## src/rtl/pulse_pkg.sv

```systemverilog
// Shared definitions for the multi-channel pulse receiver.
package pulse_pkg;

  typedef enum logic [1:0] {
    ST_IDLE = 2'd0,
    ST_HIGH = 2'd1,
    ST_GAP  = 2'd2
  } state_t;

  // Number of bits needed to hold values 0..v-1 (0 when v <= 1).
  function automatic int unsigned clog2(input int unsigned v);
    int unsigned r;
    r = 0;
    for (int unsigned i = 0; i < 32; i++) begin
      if ((64'd1 << i) < 64'(v)) r = i + 1;
    end
    return r;
  endfunction

endpackage

```

## src/rtl/pulse_rx_ch.sv

```systemverilog
// One receive channel: synchroniser, edge detect, pulse FSM, pending queue, overflow flag.
module pulse_rx_ch
  import pulse_pkg::*;
#(
  parameter int unsigned SYNC_STAGES = 2,
  parameter int unsigned PULSE_W     = 1,
  parameter int unsigned GAP_W       = 1,
  parameter int unsigned PEND_MAX    = 3
) (
  input  logic clk,
  input  logic rst,
  input  logic arm,
  input  logic tgl_in,
  input  logic ovf_clr,
  output logic pulse_out,
  output logic busy,
  output logic ovf
);

  localparam int unsigned PEND_W  = clog2(PEND_MAX + 1);
  localparam int unsigned TMR_MAX = (PULSE_W > GAP_W) ? PULSE_W : GAP_W;
  localparam int unsigned TMR_W   = clog2(TMR_MAX + 1);

  logic [SYNC_STAGES-1:0] sync_q;
  logic                   prev_q;
  state_t                 state_q, state_d;
  logic [TMR_W-1:0]       tmr_q, tmr_d;
  logic [PEND_W-1:0]      pend_q, pend_d;
  logic                   ovf_d;
  logic                   ev_c, idle_empty_c, inc_c, gap_done_c, deq_c, full_c, drop_c;

  // Toggle synchroniser and previous-level flop for edge detection
  always_ff @(posedge clk) begin
    if (rst) begin
      sync_q <= '0;
      prev_q <= 1'b0;
    end else begin
      sync_q <= {sync_q[SYNC_STAGES-2:0], tgl_in};
      prev_q <= sync_q[SYNC_STAGES-1];
    end
  end

  // Next state, timer, pending count and overflow; a GAP expiry that coincides
  // with a fresh event restarts HIGH directly so the event is never parked in IDLE
  always_comb begin
    state_d      = state_q;
    tmr_d        = tmr_q;
    pend_d       = pend_q;
    ovf_d        = ovf;
    ev_c         = arm & (sync_q[SYNC_STAGES-1] ^ prev_q);
    idle_empty_c = (state_q == ST_IDLE) && (pend_q == '0);
    inc_c        = ev_c && !idle_empty_c;
    gap_done_c   = (state_q == ST_GAP) && (tmr_q == TMR_W'(GAP_W - 1));
    deq_c        = gap_done_c && ((pend_q != '0) || inc_c);
    full_c       = (pend_q == PEND_W'(PEND_MAX));
    drop_c       = inc_c && !deq_c && full_c;

    case (state_q)
      ST_IDLE: begin
        if (ev_c && idle_empty_c) begin
          state_d = ST_HIGH;
          tmr_d   = '0;
        end
      end
      ST_HIGH: begin
        if (tmr_q == TMR_W'(PULSE_W - 1)) begin
          state_d = ST_GAP;
          tmr_d   = '0;
        end else begin
          tmr_d = tmr_q + TMR_W'(1);
        end
      end
      ST_GAP: begin
        if (gap_done_c) begin
          state_d = deq_c ? ST_HIGH : ST_IDLE;
          tmr_d   = '0;
        end else begin
          tmr_d = tmr_q + TMR_W'(1);
        end
      end
      default: begin
        state_d = ST_IDLE;
        tmr_d   = '0;
      end
    endcase

    if (inc_c && !deq_c && !full_c) begin
      pend_d = pend_q + PEND_W'(1);
    end else if (deq_c && !inc_c) begin
      pend_d = pend_q - PEND_W'(1);
    end

    if (drop_c) begin
      ovf_d = 1'b1;
    end else if (ovf_clr) begin
      ovf_d = 1'b0;
    end
  end

  // State and registered outputs
  always_ff @(posedge clk) begin
    if (rst) begin
      state_q   <= ST_IDLE;
      tmr_q     <= '0;
      pend_q    <= '0;
      ovf       <= 1'b0;
      pulse_out <= 1'b0;
      busy      <= 1'b0;
    end else begin
      state_q   <= state_d;
      tmr_q     <= tmr_d;
      pend_q    <= pend_d;
      ovf       <= ovf_d;
      pulse_out <= (state_d == ST_HIGH);
      busy      <= (state_d != ST_IDLE) || (pend_d != '0);
    end
  end

endmodule

```

## src/rtl/pulse_rx_sync.sv

```systemverilog
// Multi-channel toggle-to-pulse receiver with a shared post-reset arming window.
module pulse_rx_sync
  import pulse_pkg::*;
#(
  parameter int unsigned N_CH        = 4,
  parameter int unsigned SYNC_STAGES = 2,
  parameter int unsigned PULSE_W     = 1,
  parameter int unsigned GAP_W       = 1,
  parameter int unsigned PEND_MAX    = 3
) (
  input  logic            clk,
  input  logic            rst,
  input  logic [N_CH-1:0] tgl_in,
  output logic [N_CH-1:0] pulse_out,
  output logic [N_CH-1:0] busy,
  output logic [N_CH-1:0] ovf,
  input  logic [N_CH-1:0] ovf_clr
);

  localparam int unsigned ARM_CNT = SYNC_STAGES + 1;
  localparam int unsigned ARM_W   = clog2(ARM_CNT + 1);

  logic [ARM_W-1:0] arm_cnt_q;
  logic             arm_c;

  assign arm_c = (arm_cnt_q == ARM_W'(ARM_CNT));

  // Count out the arming window after reset so stale levels do not look like events
  always_ff @(posedge clk) begin
    if (rst) begin
      arm_cnt_q <= '0;
    end else if (!arm_c) begin
      arm_cnt_q <= arm_cnt_q + ARM_W'(1);
    end
  end

  for (genvar g = 0; g < N_CH; g++) begin : g_ch
    pulse_rx_ch #(
      .SYNC_STAGES(SYNC_STAGES),
      .PULSE_W    (PULSE_W),
      .GAP_W      (GAP_W),
      .PEND_MAX   (PEND_MAX)
    ) u_ch (
      .clk      (clk),
      .rst      (rst),
      .arm      (arm_c),
      .tgl_in   (tgl_in[g]),
      .ovf_clr  (ovf_clr[g]),
      .pulse_out(pulse_out[g]),
      .busy     (busy[g]),
      .ovf      (ovf[g])
    );
  end

endmodule

```

## config.mk

```make
export PLATFORM = sky130hd
export DESIGN_NAME = pulse_rx_sync
export DESIGN_NICKNAME = d
export VERILOG_FILES = /design/src/rtl/pulse_pkg.sv /design/src/rtl/pulse_rx_ch.sv /design/src/rtl/pulse_rx_sync.sv
export SDC_FILE = /design/constraint.sdc
export NUM_CORES = 1
export LEC_CHECK = 0
export BUFFER_PORTS_ARGS = -buffer_cell sky130_fd_sc_hd__buf_2
export CAP_MARGIN = 25
export CORE_MARGIN = 3
export CORE_UTILIZATION = 40
export DETAILED_ROUTE_END_ITERATION = 7
export GPL_TIMING_DRIVEN = 0
export HOLD_SLACK_MARGIN = 0.06
export PLACE_DENSITY_LB_ADDON = 0.12
export SYNTH_ARGS = -nofsm -noshare
export SYNTH_HDL_FRONTEND = slang
export SYNTH_SLANG_ARGS = --single-unit
```

## constraint.sdc

```tcl
create_clock -name clk -period 1.8 [get_ports clk]
set_input_delay 0.09 -clock clk [delete_from_list [all_inputs] [get_ports clk]]
set_output_delay 0.09 -clock clk [all_outputs]
set_load 0.005 [all_outputs]
```

# ---- Yosys cells after proc, flatten, opt, wreduce, memory -nomap -nowiden
# Cells that the tools add are included.
dict set report classes {
  addsub 13
  eq_ne 21
  mux 52
  bitwise_logic 12
  reduce_logical 84
}
# operator n
set op_table {}
lappend op_table {{$mux 2} 20}
lappend op_table {{$logic_and 1x1->1} 36}
lappend op_table {{$reduce_bool 2->1} 16}
lappend op_table {{$mux 1} 24}
lappend op_table {{$pmux 2 s3} 4}
lappend op_table {{$eq 2x2->1 const B} 9}
lappend op_table {{$eq 2x1->1 const B} 8}
lappend op_table {{$logic_not 1->1} 16}
lappend op_table {{$logic_not 2->1} 8}
lappend op_table {{$pmux 1 s3} 4}
lappend op_table {{$add 2x1->2 const B} 5}
lappend op_table {{$logic_or 1x1->1} 8}
lappend op_table {{$ne 2x2->1 const B} 4}
lappend op_table {{$sub 2x1->2 const B} 4}
lappend op_table {{$add 1x1->1 const B} 4}
lappend op_table {{$and 1x1->1} 4}
lappend op_table {{$not 1->1} 4}
lappend op_table {{$xor 1x1->1} 4}
dict set report word_totals {
  register_bits 46
  in_bits 10
}

# ---- Logic depth before layout (Yosys ltp)
# Gate-level depths: netlist of run 1.
dict set report logic_depth {
  ltp_word 12
  depth_mapped 7
  depth_no_buf 7
}

# ---- By module
# A second synthesis of run 1 with hierarchy kept.
dict set report hier_totals {
  cells_unflattened 240
  area_unflattened_um2 2378.5
}
# mod instances cells_per_inst area_per_inst_um2 seq_area_each_um2
set by_module_without_submodules {}
lappend by_module_without_submodules {pulse_rx_ch 4 58 571.8 220.2}
lappend by_module_without_submodules {pulse_rx_sync 1 8 91.3 40.0}

# ---- Least setup slack after synthesis of run 1
# OpenSTA, ideal clock, no wires.
dict set report synth_timing {
  kind {register to register}
  start {register g_ch[1].u_ch.state_q[0]}
  end {register g_ch[1].u_ch.busy}
  setup_time_ps 134
  t_arrival_ps 1762
  required_ps 1666
  slack_ps -97
  stages_incl_launch_ff 8
  n_path_buf 0
  path_cell_list {dfxtp_1 -> inv_1 -> ha_1 -> nor2b_1 -> and4b_4 -> and2b_1 -> a2111oi_1 -> or4_1}
}
dict set report synth_between {
  elab_chain_len 12
}
# element line
set synth_rtl {}
lappend synth_rtl {{from (decl)} pulse_rx_ch.sv:26} ;# state_t state_q, state_d;
lappend synth_rtl {{from (signal assigned)} pulse_rx_ch.sv:110} ;# state_q <= state_d;
lappend synth_rtl {{branches (longest 11 deep; another with $pmux 2 s3)} n/a}
lappend synth_rtl {{$logic_or 1x1->1 (*)} pulse_rx_ch.sv:115} ;# busy <= (state_d != ST_IDLE) || (pend_d != '0);
lappend synth_rtl {{to (signal assigned)} pulse_rx_ch.sv:115}
lappend synth_rtl {{to (decl)} pulse_rx_ch.sv:16} ;# output logic busy,
# Mark *: on every way between the ends.
# A chain may end at the register's enable or synchronous reset.

# ---- Worst setup path after layout of run 1
# Same ends and word-level chain as after synthesis.

==> summary by stage, run 1 <==
Outcome
The run finished, with violations left. The final reports fail on setup timing.

Worst hold path
In this run the worst hold path is classified as in -> reg. The start point of the worst min-delay path is ovf_clr[0]. The cell count of the worst hold path is 3.

The worst hold path terminates at g_ch[0].u_ch.ovf$_SDFFE_PP0P_.

STA
On the final layout, the worst hold slack is 0.0917 ns. The smallest clock period supported by the final layout is computed as 1.90 ns. Setup repair after global routing could not meet its margin everywhere. The setup slack of the critical path after layout is -0.0990 ns. The number of slew-limit violations in the final report is 0. The highest clock frequency the design can meet is 527 MHz. The worst clock skew is 0.0100 ns.

The final critical-path share of the clock period is 106%. The total negative slack is -0.0990 ns. For the pin with the worst max-slew slack, the measured transition is 0.655 ns. The relative slew slack is 56.3%.

Setup violations remaining at the end of the flow were counted as 1. The final number of hold-violating endpoints is 0.

Setup path
The maximum cell stage delay along the critical path is 0.53 ns. The cell depth of the worst flop-to-flop path is 7. STA puts the critical path data arrival time at 2.08 ns. The required arrival time at the worst endpoint is 1.98 ns. The worst setup path is launched from a flip-flop. The element type at the critical path end is a flip-flop. The signal on the critical path passes through inv_4 -> ha_4 -> nor2b_4 -> and4b_4 -> and2b_2 -> a2111oi_4 -> or4_1. The worst-path maximum fanout is 4. The setup check on the worst reg-to-reg path leaves a slack of -0.1 ns. The standard cell with the maximum stage delay on the critical path is sky130_fd_sc_hd__or4_1. Among cell families on the critical path, the largest total delay comes from simple AND/OR/NAND/NOR gates. The worst register-to-register path begins at g_ch[1].u_ch.state_q[0]$_SDFF_PP0_.

The capturing point of the worst reg2reg path is g_ch[1].u_ch.busy$_SDFF_PP0_. The buffer and inverter count on the worst path is 1. The critical path is of the reg -> reg type.

Detailed routing
The via count of the routed design is 1929. For this run, design rule violations remaining after detail routing come to 0. The first detailed-routing pass ran for 4 iterations.

The detailed-route wire length is 4800 microns. The detailed-route vias per instance is 4.98. The violation count after the first detailed-route iteration is 50. The routed length per placed instance is 12.4 microns. In this run the remaining antenna-violating nets after routing total 0.

CTS
The later pin in the worst-skew pair is clocked with a latency of 0.31 ns. The total clock sinks is 46. The cell sitting at the root of the clock tree is a sky130_fd_sc_hd__clkbuf_8.

TritonCTS built the clock tree. After clock tree synthesis, the clock-pin slew on the worst setup and hold paths is 0.08 ns. Counting along the longest clock path gives a buffer depth of 2. The number of buffers created by CTS is 5.

In this run the number of H-tree levels came out at 2.

Synthesis
The synthesized area is 2360 sq um. Counting every instance in the synthesized netlist gives 267. The synthesis-stage register bit count is 46. The net count of the mapped netlist is 294. The number of synthesis warnings is 0. The mean instance size in the synthesized netlist is 8.85 sq um. The distinct cell type count of the synthesized netlist is 51. Of all flip-flops after synthesis, the portion carrying an async set or reset was 0%.

Summing the sequential cell areas from Yosys gives 39.0% of the chip area. The number of flops mapped to enable cells by yosys is 0. For this run, the leading register cell type out of synthesis is sky130_fd_sc_hd__dfxtp_1.

GRT
The initial antenna violation count is 0. The first-pass GRT wire length is 8190 microns. The maximum number of pins on one net before global-route repair is 15.

The number of global-route vias before repair is 1793. Global routing used 14.4% of the available tracks across all layers. The total global routing overflow is 0.

Layout
Relative to the synthesized area, the layout overhead comes to 29.4%. Once layout is done, the placed cells without fillers occupy 3060 sq um. The final layout contains 341 nets. 0 antenna diodes ended up in the layout. The post-route non-filler standard cell count is 387. Cells with a size suffix above 1 make up 32.7% of the layout. The core occupancy in the finished layout is 54.5%.

Power and ir drop
The net switching share of the total power is 24.9%. Internal power comes to 1.59 mW. The power dissipated by switching net loads is 526 uW. For this design the static power due to leakage is 1.30 nW. The share of total power dissipated in the clock network is 36.5%. The part of the power in registers is 51.2%.

The worst voltage drop across the vdd grid is 324 uV. The overall power of the completed layout is 2.12 mW. Dividing total power by cell area gives a power density of 692 nW/um^2.

The combinational power share is 12.3%.

Placed design
The number of placed instances with taps included is 359. The half-perimeter wire length after detailed placement is 3190 microns. The worst-case setup slack after placement is -0.258 ns. Routability-driven placement finished with a final weighted congestion of 0.775.

The placement-stage cell area is 2570 sq um. The total of buffers placed on input and output ports is 20.

Die
In this run the standard cell core region covers 5610 sq um. The die footprint is 6860 sq um. The floorplan step set the die height to 82.9 microns. The initial core utilization is 42.1%. The row count is 27. The overall die width is 82.9 microns. The number of primary I/O pins is 22.

Job
Max-cap violations in this run came to 0.
state kept, by name, summed over array words and instances, names as in the netlist:
register,count
g_ch.u_ch.pend_q,8
g_ch.u_ch.state_q,8
g_ch.u_ch.sync_q,8
g_ch.u_ch.busy,4
g_ch.u_ch.ovf,4
g_ch.u_ch.prev_q,4
g_ch.u_ch.pulse_out,4
g_ch.u_ch.tmr_q,4
arm_cnt_q,2
synth_stat cells, drive strengths merged, types with 5 or more instances:
master / n / area, sq um
ha: 17 / 213
nor3: 6 / 30.0
nand2: 10 / 37.5
buf: 17 / 119
inv: 21 / 78.8
nor2b: 21 / 131
a31oi: 5 / 31.3
o21ai: 6 / 30.0
xor2: 5 / 51.3
a21oi: 21 / 105
dfxtp: 46 / 921
nor2: 27 / 101
nand2b: 7 / 43.8
layout make-up:
type / instances / area, sq um
Fill cell: 555 / 2550
Timing Repair Buffer: 40 / 272
Inverter: 21 / 81.3
Multi-Input combinational cell: 180 / 1430
Clock buffer: 5 / 68.8
Tap cell: 72 / 90.1
Buffer: 20 / 138
Sequential cell: 46 / 938
Clock inverter: 3 / 40.0
how the worst max path moves through the flow:
stage                                                   from                      endpoint  slack, ns  depth (start not counted)
after floorplan           g_ch[1].u_ch.state_q[0]$_SDFF_PP0_  g_ch[1].u_ch.busy$_SDFF_PP0_     -0.001                          7
after global placement             arm_cnt_q[0]$_SDFFE_PP0P_  g_ch[1].u_ch.busy$_SDFF_PP0_      -0.27                          6
after detailed placement           arm_cnt_q[0]$_SDFFE_PP0P_  g_ch[1].u_ch.busy$_SDFF_PP0_      -0.26                          6
after CTS                 g_ch[1].u_ch.state_q[0]$_SDFF_PP0_  g_ch[1].u_ch.busy$_SDFF_PP0_      -0.14                          7
after global routing       g_ch[1].u_ch.pend_q[0]$_SDFF_PP0_  g_ch[1].u_ch.busy$_SDFF_PP0_      -0.18                          6
final                     g_ch[1].u_ch.state_q[0]$_SDFF_PP0_  g_ch[1].u_ch.busy$_SDFF_PP0_       -0.1                          7
what timing repair did:
action	4_1_cts	5_1_grt
endpoints found under the hold margin	8	0
gates resized for setup	16	36
setup buffers	3	10
pin swaps	2	13
hold buffers	7	0
setup endpoints to repair	19	10
power groups by stage:
stage / Clock (mW) / Combinational, mW / Sequential (mW)
2_1_floorplan: 0 / 0.164 / 1.10
3_3_place_gp: 0 / 0.215 / 1.10
3_5_place_dp: 0 / 0.217 / 1.10
4_1_cts: 0.798 / 0.248 / 1.08
5_1_grt: 0.840 / 0.295 / 1.09
6_report: 0.771 / 0.261 / 1.08
cell families (layout without fill, tap and decap cells):
| family | after synthesis | after routing | share of synthesized area [%] |
|---|---|---|---|
| AND/OR/NAND/NOR | 95 | 95 | 21.9 |
| AO/OA/AOI/OAI | 55 | 55 | 15.8 |
| flip-flops | 46 | 46 | 39.0 |
| buffers and inverters | 41 | 89 | 8.85 |
| adder cells (fa/ha/maj) | 17 | 17 | 9.00 |
| XOR/XNOR | 8 | 8 | 3.28 |
| multiplexers | 5 | 5 | 2.17 |
routing by layer:
| metal | part of all wire, % | track usage, % | up-vias |
|---|---|---|---|
| met5 | 0 | 0 | - |
| met4 | 1.4 | 4.46 | 0 |
| met3 | 3.0 | 3.97 | 6 |
| met2 | 45 | 22.6 | 18 |
| met1 | 51 | 19.3 | 911 |
| li1 | - | - | 994 |
cell usage in the layout (no fill, tap or decap), types with 5 or more instances in the layout:
master                          Yosys  final
sky130_fd_sc_hd__buf_2              2     22
sky130_fd_sc_hd__nor2_1            27     27
sky130_fd_sc_hd__inv_2              0      5
sky130_fd_sc_hd__dlygate4sd3_1      0      7
sky130_fd_sc_hd__inv_1             21     15
sky130_fd_sc_hd__dfxtp_1           46     36
sky130_fd_sc_hd__dfxtp_2            0      8
sky130_fd_sc_hd__ha_1              17     11
sky130_fd_sc_hd__nand2b_1           7      7
sky130_fd_sc_hd__nor2b_1           21     19
sky130_fd_sc_hd__buf_4             12     24
sky130_fd_sc_hd__nand2_1           10     10
sky130_fd_sc_hd__nor3_1             6      5
sky130_fd_sc_hd__ha_4               0      5
sky130_fd_sc_hd__clkbuf_8           0      5
sky130_fd_sc_hd__a21oi_1           21     18
sky130_fd_sc_hd__a31oi_1            5      5
worst min-delay path, stage by stage:
cell	delay, ns
sky130_fd_sc_hd__buf_2	0.08
sky130_fd_sc_hd__o22ai_1	0.06
sky130_fd_sc_hd__nor2b_1	0.12
No activity file was read; power rests on OpenSTA's default activity.
==> run 2: changes to the inputs <==
--- a/config.mk
+++ b/config.mk
@@ -7,12 +7,14 @@
 export LEC_CHECK = 0
 export BUFFER_PORTS_ARGS = -buffer_cell sky130_fd_sc_hd__buf_2
 export CAP_MARGIN = 25
+export CORE_ASPECT_RATIO = 0.8
 export CORE_MARGIN = 3
 export CORE_UTILIZATION = 40
 export DETAILED_ROUTE_END_ITERATION = 7
 export GPL_TIMING_DRIVEN = 0
 export HOLD_SLACK_MARGIN = 0.06
 export PLACE_DENSITY_LB_ADDON = 0.12
+export RECOVER_POWER = 50
 export SYNTH_ARGS = -nofsm -noshare
 export SYNTH_HDL_FRONTEND = slang
 export SYNTH_SLANG_ARGS = --single-unit
==> run 2 against run 1 <==
Effect of this change: the flow still finishes with violations (setup timing); clock-buffer cell count stayed put; clock power is 22% lower; register-to-register slack better by 0.02 ns; critical path type unchanged.
==> summary by stage, run 2 (synthesized netlist as in run 1, its figures left out) <==
Outcome
Outcome: finished with violations (unchanged). Failing checks: setup timing (unchanged).

GRT
The number of global-route vias before repair is 1755 (was 1793). The maximum number of pins on one net before global-route repair is 14 (was 15). The all-layer global routing usage is 14.7% (was 14.4%). The first-pass GRT wire length is 8100 microns (was 8190 microns). The initial antenna violation count was 0 (unchanged). The total global routing overflow is 0 (unchanged).

STA
The highest clock frequency the design can meet is 532 MHz (was 527 MHz). The worst clock skew came to 0.00591 ns (was 0.0100 ns). The final number of hold-violating endpoints is 0 (unchanged).

The relative slew slack is 58.2% (was 56.3%). The setup slack of the critical path after layout is -0.0798 ns (was -0.0990 ns). The number of slew-limit violations in the final report is 0 (unchanged). The final critical-path share of the clock period is 104% (was 106%). The measured slew at the worst slew-check pin is 0.628 ns (was 0.655 ns).

The number of setup violations in the final report came to 1 (unchanged). The post-layout minimum cycle time came to 1.88 ns (was 1.90 ns). Unrepaired setup endpoints after global routing: true (unchanged).

Job
The number of violations of the max-capacitance limit came to 0 (unchanged).

Die
The height of the die is 74.7 microns (was 82.9 microns). The number of primary I/O pins is 22 (unchanged). The row count is 24 (was 27). The overall die width is 91.9 microns (was 82.9 microns).

The initial core utilization came to 42.3% (was 42.1%). The die footprint is 6870 sq um (was 6860 sq um). The floorplan core area is 5590 sq um (was 5610 sq um).

Detailed routing
The detailed-route vias per instance is 4.77 (was 4.98). The routed length per placed instance is 12.3 microns (was 12.4 microns). The violation count after the first detailed-route iteration is 54 (was 50). The count of nets left with antenna violations after detail routing came to 0 (unchanged). The total DRC errors in the routed layout is 0 (unchanged). The detailed-route wire length is 4820 microns (was 4800 microns). The total iterations of the first detailed-routing run is 4 (unchanged). The via count of the routed design is 1860 (was 1929).

Layout
The area growth from synthesis to layout is 24.9% (was 29.4%). Most frequent cells in the layout: 38 x sky130_fd_sc_hd__dfxtp_1, 27 x sky130_fd_sc_hd__nor2_1, 19 x sky130_fd_sc_hd__buf_2, 19 x sky130_fd_sc_hd__nor2b_1 (was 36 x sky130_fd_sc_hd__dfxtp_1, 27 x sky130_fd_sc_hd__nor2_1, 24 x sky130_fd_sc_hd__buf_4, 22 x sky130_fd_sc_hd__buf_2, 19 x sky130_fd_sc_hd__nor2b_1). The post-layout instance area is 2950 sq um (was 3060 sq um). The share of post-route cells with drive strength above 1 is 28.2% (was 32.7%).

The total inserted antenna cells is 0 (unchanged). Largest registers: g_ch.u_ch.pend_q: 8 flops, g_ch.u_ch.state_q: 8 flops, g_ch.u_ch.sync_q: 8 flops (unchanged). The most common library cell in the layout ignoring fill and taps is sky130_fd_sc_hd__dfxtp_1 (unchanged).

The core occupancy in the finished layout is 52.8% (was 54.5%). The count of nets after finishing is 339 (was 341). The post-route non-filler standard cell count came to 390 (was 387).

Power and ir drop
The overall power of the completed layout is 1.94 mW (was 2.12 mW). The leakage power of the design came to 1.25 nW (was 1.30 nW). The worst voltage drop across the vdd grid is 349 uV (was 324 uV). The power per standard cell area is 659 nW/um^2 (was 692 nW/um^2).

CTS
The deepest level of the CTS H-tree is 2 (unchanged). The total clock sinks is 46 (unchanged). The root buffer selected by CTS was sky130_fd_sc_hd__clkbuf_8 (unchanged). The buffer levels on the longest clock path is 2 (unchanged). The worst-skew pair later-pin latency is 0.30 ns (was 0.31 ns). The clock-pin transition on the worst setup and hold timing paths was 0.08 ns (about the same).

The clock tree from TritonCTS is done (unchanged). The number of buffers created by CTS is 5 (unchanged).

Placed design
The global placer's final weighted congestion was 0.802 (was 0.775). The placement-stage cell area came to 2580 sq um (was 2570 sq um). The half-perimeter wire length after detailed placement is 3170 microns (was 3190 microns).

The total of buffers placed on input and output ports is 20 (unchanged). The number of placed instances with taps included is 365 (was 359).

Setup path
The element type at the critical path end is a flip-flop (unchanged). The worst-path maximum fanout is 4 (unchanged). The required arrival time at the worst endpoint is 1.97 ns (was 1.98 ns).

The worst setup slack for register-to-register paths is -0.08 ns (was -0.1 ns). The element type at the critical path start is a flip-flop (unchanged). The arrival time at the worst endpoint came to 2.05 ns (was 2.08 ns). The maximum cell stage delay along the critical path is 0.52 ns (was 0.53 ns). The classification of the worst setup path was reg -> reg (unchanged). Chain of cells forming the critical path: inv_2 -> ha_4 -> nor2b_4 -> and4b_4 -> and2b_1 -> a2111oi_2 -> or4_1 (was inv_4 -> ha_4 -> nor2b_4 -> and4b_4 -> and2b_2 -> a2111oi_4 -> or4_1). The standard cell with the maximum stage delay on the critical path is sky130_fd_sc_hd__or4_1 (unchanged).

Worst hold path
The worst min-delay path category is in -> reg (unchanged).
[run 2: cell types whose count changed in the layout (fill, tap and decap cells not counted), moves of 2 or more]
cell	before	now
sky130_fd_sc_hd__inv_2	5	3
sky130_fd_sc_hd__buf_2	22	19
sky130_fd_sc_hd__dfxtp_1	36	38
sky130_fd_sc_hd__clkbuf_1	3	6
sky130_fd_sc_hd__ha_4	5	3
sky130_fd_sc_hd__ha_2	1	3
sky130_fd_sc_hd__buf_4	24	14
sky130_fd_sc_hd__dfxtp_4	2	0
sky130_fd_sc_hd__inv_1	15	18
sky130_fd_sc_hd__clkbuf_4	0	9
[run 2: final timing paths]
kind                                        to  depth (start not counted)                          startpoint
max               g_ch[1].u_ch.busy$_SDFF_PP0_                          7  g_ch[1].u_ch.state_q[0]$_SDFF_PP0_
min              g_ch[0].u_ch.ovf$_SDFFE_PP0P_                          3                          ovf_clr[0]
max reg2reg       g_ch[1].u_ch.busy$_SDFF_PP0_                          7  g_ch[1].u_ch.state_q[0]$_SDFF_PP0_
min reg2reg  g_ch[2].u_ch.sync_q[1]$_SDFF_PP0_                          1   g_ch[2].u_ch.sync_q[0]$_SDFF_PP0_
[run 2: timing repair]
item	CTS	global route
hold endpoints to repair	8	0
resized for setup	17	20
hold buffers	7	0
setup endpoints to repair	20	8
pin swaps	3	7
gates cloned	0	0
buffers inserted	4	7
[run 2: area by class of cell]
cell class | instances | area, sq um
Fill cell | 540 | 2640
Clock inverter | 2 | 10.0
Clock buffer | 5 | 68.8
Timing Repair Buffer | 38 | 249
Buffer | 20 | 138
Sequential cell | 46 | 931
Inverter | 21 | 78.8
Multi-Input combinational cell | 180 | 1380
Tap cell | 78 | 97.6
[run 2: critical path: cells and delay by family, from the launching register on]
family,cells,cell delay (ns)
fa+ha+maj,1,0.16
buf+inv,1,0.06
flops,1,0.36
compound gates,1,0.05
simple gates,4,1.14
[run 2: through the flow]
stage / TNS, ns / hold slack (ns) / worst slack (ns)
global placement: -1.96 / 0.300 / -0.254
CTS: -0.191 / 0.0843 / -0.120
floorplan: -0.00126 / 0.218 / -0.00126
global route: -0.352 / 0.114 / -0.155
finish: -0.0798 / 0.0987 / -0.0798
detailed placement: -2.04 / 0.304 / -0.235
[run 2: layer usage]
layer	part of all wire, %	up-vias	track usage (%)	wire length (microns)
li1	-	981	-	-
met1	52	860	20.1	2530
met2	44	17	23.3	2130
met3	2.6	2	3.30	123
met4	0.73	0	4.94	35
met5	0	-	0	0
[run 2: power by group]
group | internal [mW] | total [mW] | switching, mW
clock | 0.261 | 0.600 | 0.338
sequential | 1.06 | 1.09 | 0.0300
combinational | 0.123 | 0.258 | 0.135
==> run 3: changes to the inputs <==
--- a/config.mk
+++ b/config.mk
@@ -5,6 +5,7 @@
 export SDC_FILE = /design/constraint.sdc
 export NUM_CORES = 1
 export LEC_CHECK = 0
+export ABC_AREA = 1
 export BUFFER_PORTS_ARGS = -buffer_cell sky130_fd_sc_hd__buf_2
 export CAP_MARGIN = 25
 export CORE_ASPECT_RATIO = 0.8
==> run 3 against run 2 <==
Effect of this change: the run now ends clean; sequential share of layout area hardly changed; fmax is 17% higher; critical path depth is 1 higher; global-route usage is 1.5 points lower; die area is 5.5% higher; clock-buffer cell count stayed put; synthesized cell count is 30% higher; clock skew hardly changed; combinational power is 17% lower; setup slack better by 0.28 ns; total power is 14% higher; largest cell class unchanged.
==> summary by stage, run 3 <==
Outcome
Outcome: complete, no violations (was finished with violations).

CTS
The clock-pin transition on the worst setup and hold timing paths is 0.09 ns (was 0.08 ns). The total clock sinks was 46 (unchanged). The count of instances resized after the clock tree is built is 0 (was 17). The clock tree from TritonCTS was done (unchanged). The root buffer selected by CTS is sky130_fd_sc_hd__clkbuf_8 (unchanged). The buffer levels on the longest clock path came to 2 (unchanged). The number of buffers created by CTS was 5 (unchanged). The deepest level of the CTS H-tree is 2 (unchanged). The worst-skew pair later-pin latency is 0.30 ns (about the same).

GRT
The number of global-route vias before repair is 1858 (was 1755). The initial antenna violation count was 0 (unchanged). The maximum number of pins on one net before global-route repair came to 16 (was 14). The first-pass GRT wire length is 7700 microns (was 8100 microns). The all-layer global routing usage is 13.3% (was 14.7%). The total global routing overflow is 0 (unchanged).

Layout
The most common library cell in the layout ignoring fill and taps is sky130_fd_sc_hd__inv_1 (was sky130_fd_sc_hd__dfxtp_1). The total inserted antenna cells is 0 (unchanged). The share of post-route cells with drive strength above 1 is 17.0% (was 28.2%). Largest registers: g_ch.u_ch.pend_q: 8 flops, g_ch.u_ch.state_q: 8 flops, g_ch.u_ch.sync_q: 8 flops (unchanged). The count of nets after finishing is 409 (was 339). The post-layout instance area was 2910 sq um (was 2950 sq um). The post-route non-filler standard cell count is 464 (was 390).

The fill cell instance count of the final layout is 614 (was 540). Most frequent cells in the layout: 77 x sky130_fd_sc_hd__inv_1, 64 x sky130_fd_sc_hd__nand2_1, 46 x sky130_fd_sc_hd__dfxtp_1, 32 x sky130_fd_sc_hd__nor2_1, 29 x sky130_fd_sc_hd__nand3_1 (was 38 x sky130_fd_sc_hd__dfxtp_1, 27 x sky130_fd_sc_hd__nor2_1, 19 x sky130_fd_sc_hd__buf_2, 19 x sky130_fd_sc_hd__nor2b_1). The area growth from synthesis to layout was 16.4% (was 24.9%). The core occupancy in the finished layout came to 48.8% (was 52.8%).

Setup path
The startpoint of the lowest-slack register-to-register path is g_ch[3].u_ch.state_q[0]$_SDFF_PP0_ (was g_ch[1].u_ch.state_q[0]$_SDFF_PP0_). The kind of cell adding the most delay to the critical path is simple AND/OR/NAND/NOR gates (unchanged). The required arrival time at the worst endpoint is 1.99 ns (was 1.97 ns). The classification of the worst setup path is reg -> reg (unchanged). The worst setup slack for register-to-register paths came to 0.20 ns (was -0.08 ns). The buffer and inverter count on the worst path is 1 (unchanged). The capturing point of the worst reg2reg path is g_ch[3].u_ch.busy$_SDFF_PP0_ (was g_ch[1].u_ch.busy$_SDFF_PP0_). The start point of the critical path is g_ch[3].u_ch.state_q[0]$_SDFF_PP0_ (was g_ch[1].u_ch.state_q[0]$_SDFF_PP0_). The cell depth of the worst flop-to-flop path was 8 (was 7). The cell that appears most often on the critical path is sky130_fd_sc_hd__nand3_1.

The element type at the critical path start is a flip-flop (unchanged). The maximum cell stage delay along the critical path was 0.41 ns (was 0.52 ns). The element type at the critical path end is a flip-flop (unchanged).

Chain of cells forming the critical path: inv_1 -> ha_1 -> nand2_1 -> nand4_1 -> nand3_1 -> nand3_1 -> nand3_1 -> nand3_2 (was inv_2 -> ha_4 -> nor2b_4 -> and4b_4 -> and2b_1 -> a2111oi_2 -> or4_1). The arrival time at the worst endpoint is 1.80 ns (was 2.05 ns). The worst-path maximum fanout is 4 (unchanged). The endpoint of the worst setup timing path is g_ch[3].u_ch.busy$_SDFF_PP0_ (was g_ch[1].u_ch.busy$_SDFF_PP0_). The standard cell with the maximum stage delay on the critical path is sky130_fd_sc_hd__dfxtp_1 (was sky130_fd_sc_hd__or4_1). The instance count on the critical path came to 8 (was 7).

Detailed routing
The violation count after the first detailed-route iteration is 37 (was 54). The detailed-route vias per instance is 4.30 (was 4.77). The count of nets left with antenna violations after detail routing is 0 (unchanged). The routed length per placed instance is 9.54 microns (was 12.3 microns). The detailed-route wire length was 4430 microns (was 4820 microns). The via count of the routed design is 1994 (was 1860).

The total iterations of the first detailed-routing run is 4 (unchanged). The total DRC errors in the routed layout came to 0 (unchanged).

Worst hold path
The start point of the worst min-delay path is rst (was ovf_clr[0]). The worst min-delay path category is in -> reg (unchanged).

Power and ir drop
The overall power of the completed layout is 2.21 mW (was 1.94 mW). The power dissipated by switching net loads is 513 uW (was 503 uW). The part of the power in registers is 48.4% (was 55.9%).

The clock power share is 42.0% (was 30.9%). The leakage power of the design is 1.55 nW (was 1.25 nW). The net switching share of the total power is 23.2% (was 25.9%). The combinational power share is 9.6% (was 13.3%). The internal power is 1.70 mW (was 1.44 mW). The worst voltage drop across the vdd grid was 485 uV (was 349 uV). The power per standard cell area came to 760 nW/um^2 (was 659 nW/um^2).

STA
The worst clock skew is 0.00630 ns (was 0.00591 ns). The post-layout minimum cycle time is 1.60 ns (was 1.88 ns). The relative slew slack was 62.5% (was 58.2%).

The setup slack of the critical path after layout is 0.198 ns (was -0.0798 ns). The number of setup violations in the final report was 0 (was 1). The worst hold slack came to 0.173 ns (was 0.0987 ns). The measured slew at the worst slew-check pin is 0.563 ns (was 0.628 ns). The number of slew-limit violations in the final report is 0 (unchanged).

Unrepaired setup endpoints after global routing: false (was true). The final number of hold-violating endpoints came to 0 (unchanged). The highest clock frequency the design can meet is 624 MHz (was 532 MHz). The final critical-path share of the clock period was 89.0% (was 104%). The total negative slack is 0 ns (was -0.0798 ns).

Synthesis
The net count of the mapped netlist is 373 (was 294). The biggest area consumer among synthesized cells was sky130_fd_sc_hd__dfxtp_1 (unchanged). Post-synth top cells: 77 x sky130_fd_sc_hd__inv_1, 64 x sky130_fd_sc_hd__nand2_1, 46 x sky130_fd_sc_hd__dfxtp_1 (was 46 x sky130_fd_sc_hd__dfxtp_1, 27 x sky130_fd_sc_hd__nor2_1, 21 x sky130_fd_sc_hd__a21oi_1, 21 x sky130_fd_sc_hd__inv_1, 21 x sky130_fd_sc_hd__nor2b_1). The synthesized area came to 2500 sq um (was 2360 sq um). The most frequently used cell type in the post-synthesis netlist is sky130_fd_sc_hd__inv_1 (was sky130_fd_sc_hd__dfxtp_1). The number of flops mapped to enable cells by yosys came to 0 (unchanged). The distinct cell type count of the synthesized netlist was 29 (was 51).

The share of the yosys chip area belonging to registers is 36.8% (was 39.0%). Largest cells by area after synthesis: sky130_fd_sc_hd__dfxtp_1 37%, sky130_fd_sc_hd__inv_1 12%, sky130_fd_sc_hd__nand2_1 9.6%, sky130_fd_sc_hd__ha_1 8.5%, sky130_fd_sc_hd__nand3_1 5.8% (was sky130_fd_sc_hd__dfxtp_1 39%, sky130_fd_sc_hd__ha_1 9.0%, sky130_fd_sc_hd__nor2b_1 5.6%, sky130_fd_sc_hd__a21oi_1 4.4%, sky130_fd_sc_hd__nor2_1 4.3%). The synthesis-stage register bit count was 46 (unchanged). The mean instance size in the synthesized netlist was 7.24 sq um (was 8.85 sq um).

The synthesized instance count was 346 (was 267). The leading register cell type out of synthesis is sky130_fd_sc_hd__dfxtp_1 (unchanged). The proportion of synthesized flip-flops having asynchronous set or reset is 0% (unchanged). The area share of the leading cell type in the synthesized netlist is 36.8% (was 39.0%). The number of synthesis warnings came to 0 (unchanged).

Die
The number of primary I/O pins is 22 (unchanged). The floorplan core area is 5970 sq um (was 5590 sq um). The row count is 25 (was 24). The initial core utilization is 41.9% (was 42.3%). The height of the die is 76.8 microns (was 74.7 microns). The die footprint is 7250 sq um (was 6870 sq um). The overall die width is 94.5 microns (was 91.9 microns).

Job
The number of violations of the max-capacitance limit is 0 (unchanged).

Placed design
The total of buffers placed on input and output ports is 21 (was 20). The half-perimeter wire length after detailed placement came to 3320 microns (was 3170 microns). The worst-case setup slack after placement is 0.219 ns (was -0.235 ns). The global placer's final weighted congestion is 0.780 (was 0.802). The placement-stage cell area is 2710 sq um (was 2580 sq um).

The number of placed instances with taps included is 448 (was 365).
-- run 3: cell count changes after synthesis, sizes merged, moves of 5 or more --
cell and delta:
nand3 +29, nand2 +63, a31oi -5, nor2 +13
nor2b -21, a21oi -5, inv +56, nand4 +9
nand2b -7
-- run 3: logic make-up (layout without fill, tap and decap cells) --
logic type	Yosys count	after routing	share of synthesized area, %
AO/OA/AOI/OAI	22	22	4.85
XOR/XNOR	1	1	0.350
adder cells (fa/ha/maj)	17	17	8.50
buffers and inverters	95	132	16.6
flip-flops	46	46	36.8
AND/OR/NAND/NOR	165	165	32.9
-- run 3: per-layer routing --
metal  global-route usage (%)  share of wire [%]
met5                        0                  0
met4                     4.32                1.2
met3                     3.24                3.7
met2                     21.8                 44
met1                     16.9                 51
-- run 3: power groups by stage --
| stage | clock network (mW) | logic, mW | registers (mW) |
|---|---|---|---|
| 6_report | 0.930 | 0.213 | 1.07 |
| 5_1_grt | 1.00 | 0.247 | 1.08 |
| 4_1_cts | 0.966 | 0.221 | 1.07 |
| 3_5_place_dp | 0 | 0.207 | 1.10 |
| 3_3_place_gp | 0 | 0.203 | 1.10 |
| 2_1_floorplan | 0 | 0.158 | 1.09 |
-- run 3: worst min-delay path by stage --
stage / endpoint / slack, ns / cells past startpoint
6_report: g_ch[1].u_ch.state_q[0]$_SDFF_PP0_ / 0.17 / 4
5_1_grt: g_ch[3].u_ch.state_q[0]$_SDFF_PP0_ / 0.20 / 4
4_1_cts: g_ch[3].u_ch.state_q[0]$_SDFF_PP0_ / 0.14 / 4
3_5_place_dp: g_ch[1].u_ch.sync_q[0]$_SDFF_PP0_ / 0.30 / 3
3_3_place_gp: g_ch[1].u_ch.sync_q[0]$_SDFF_PP0_ / 0.29 / 3
2_1_floorplan: g_ch[0].u_ch.sync_q[0]$_SDFF_PP0_ / 0.20 / 2
-- run 3: timing repair --
| item | CTS | global route |
|---|---|---|
| hold buffers | 8 | 0 |
| setup buffers | 0 | 0 |
| hold endpoints to repair | 8 | 0 |
-- run 3: worst register-to-register path: cells and delay by family, from the launching register on --
kind,cells,cell delay (ns)
fa+ha+maj,1,0.24
buf+inv,1,0.09
flops,1,0.41
simple gates,6,0.75
-- run 3: cell type report --
cell class | count | area [sq um] | area share (%)
Clock inverter | 3 | 68.8 | 2.36
Tap cell | 81 | 101 | 3.48
Sequential cell | 46 | 921 | 31.6
Timing Repair Buffer | 29 | 181 | 6.23
Multi-Input combinational cell | 205 | 1160 | 39.9
Clock buffer | 5 | 68.8 | 2.36
Buffer | 16 | 113 | 3.86
Inverter | 79 | 297 | 10.2
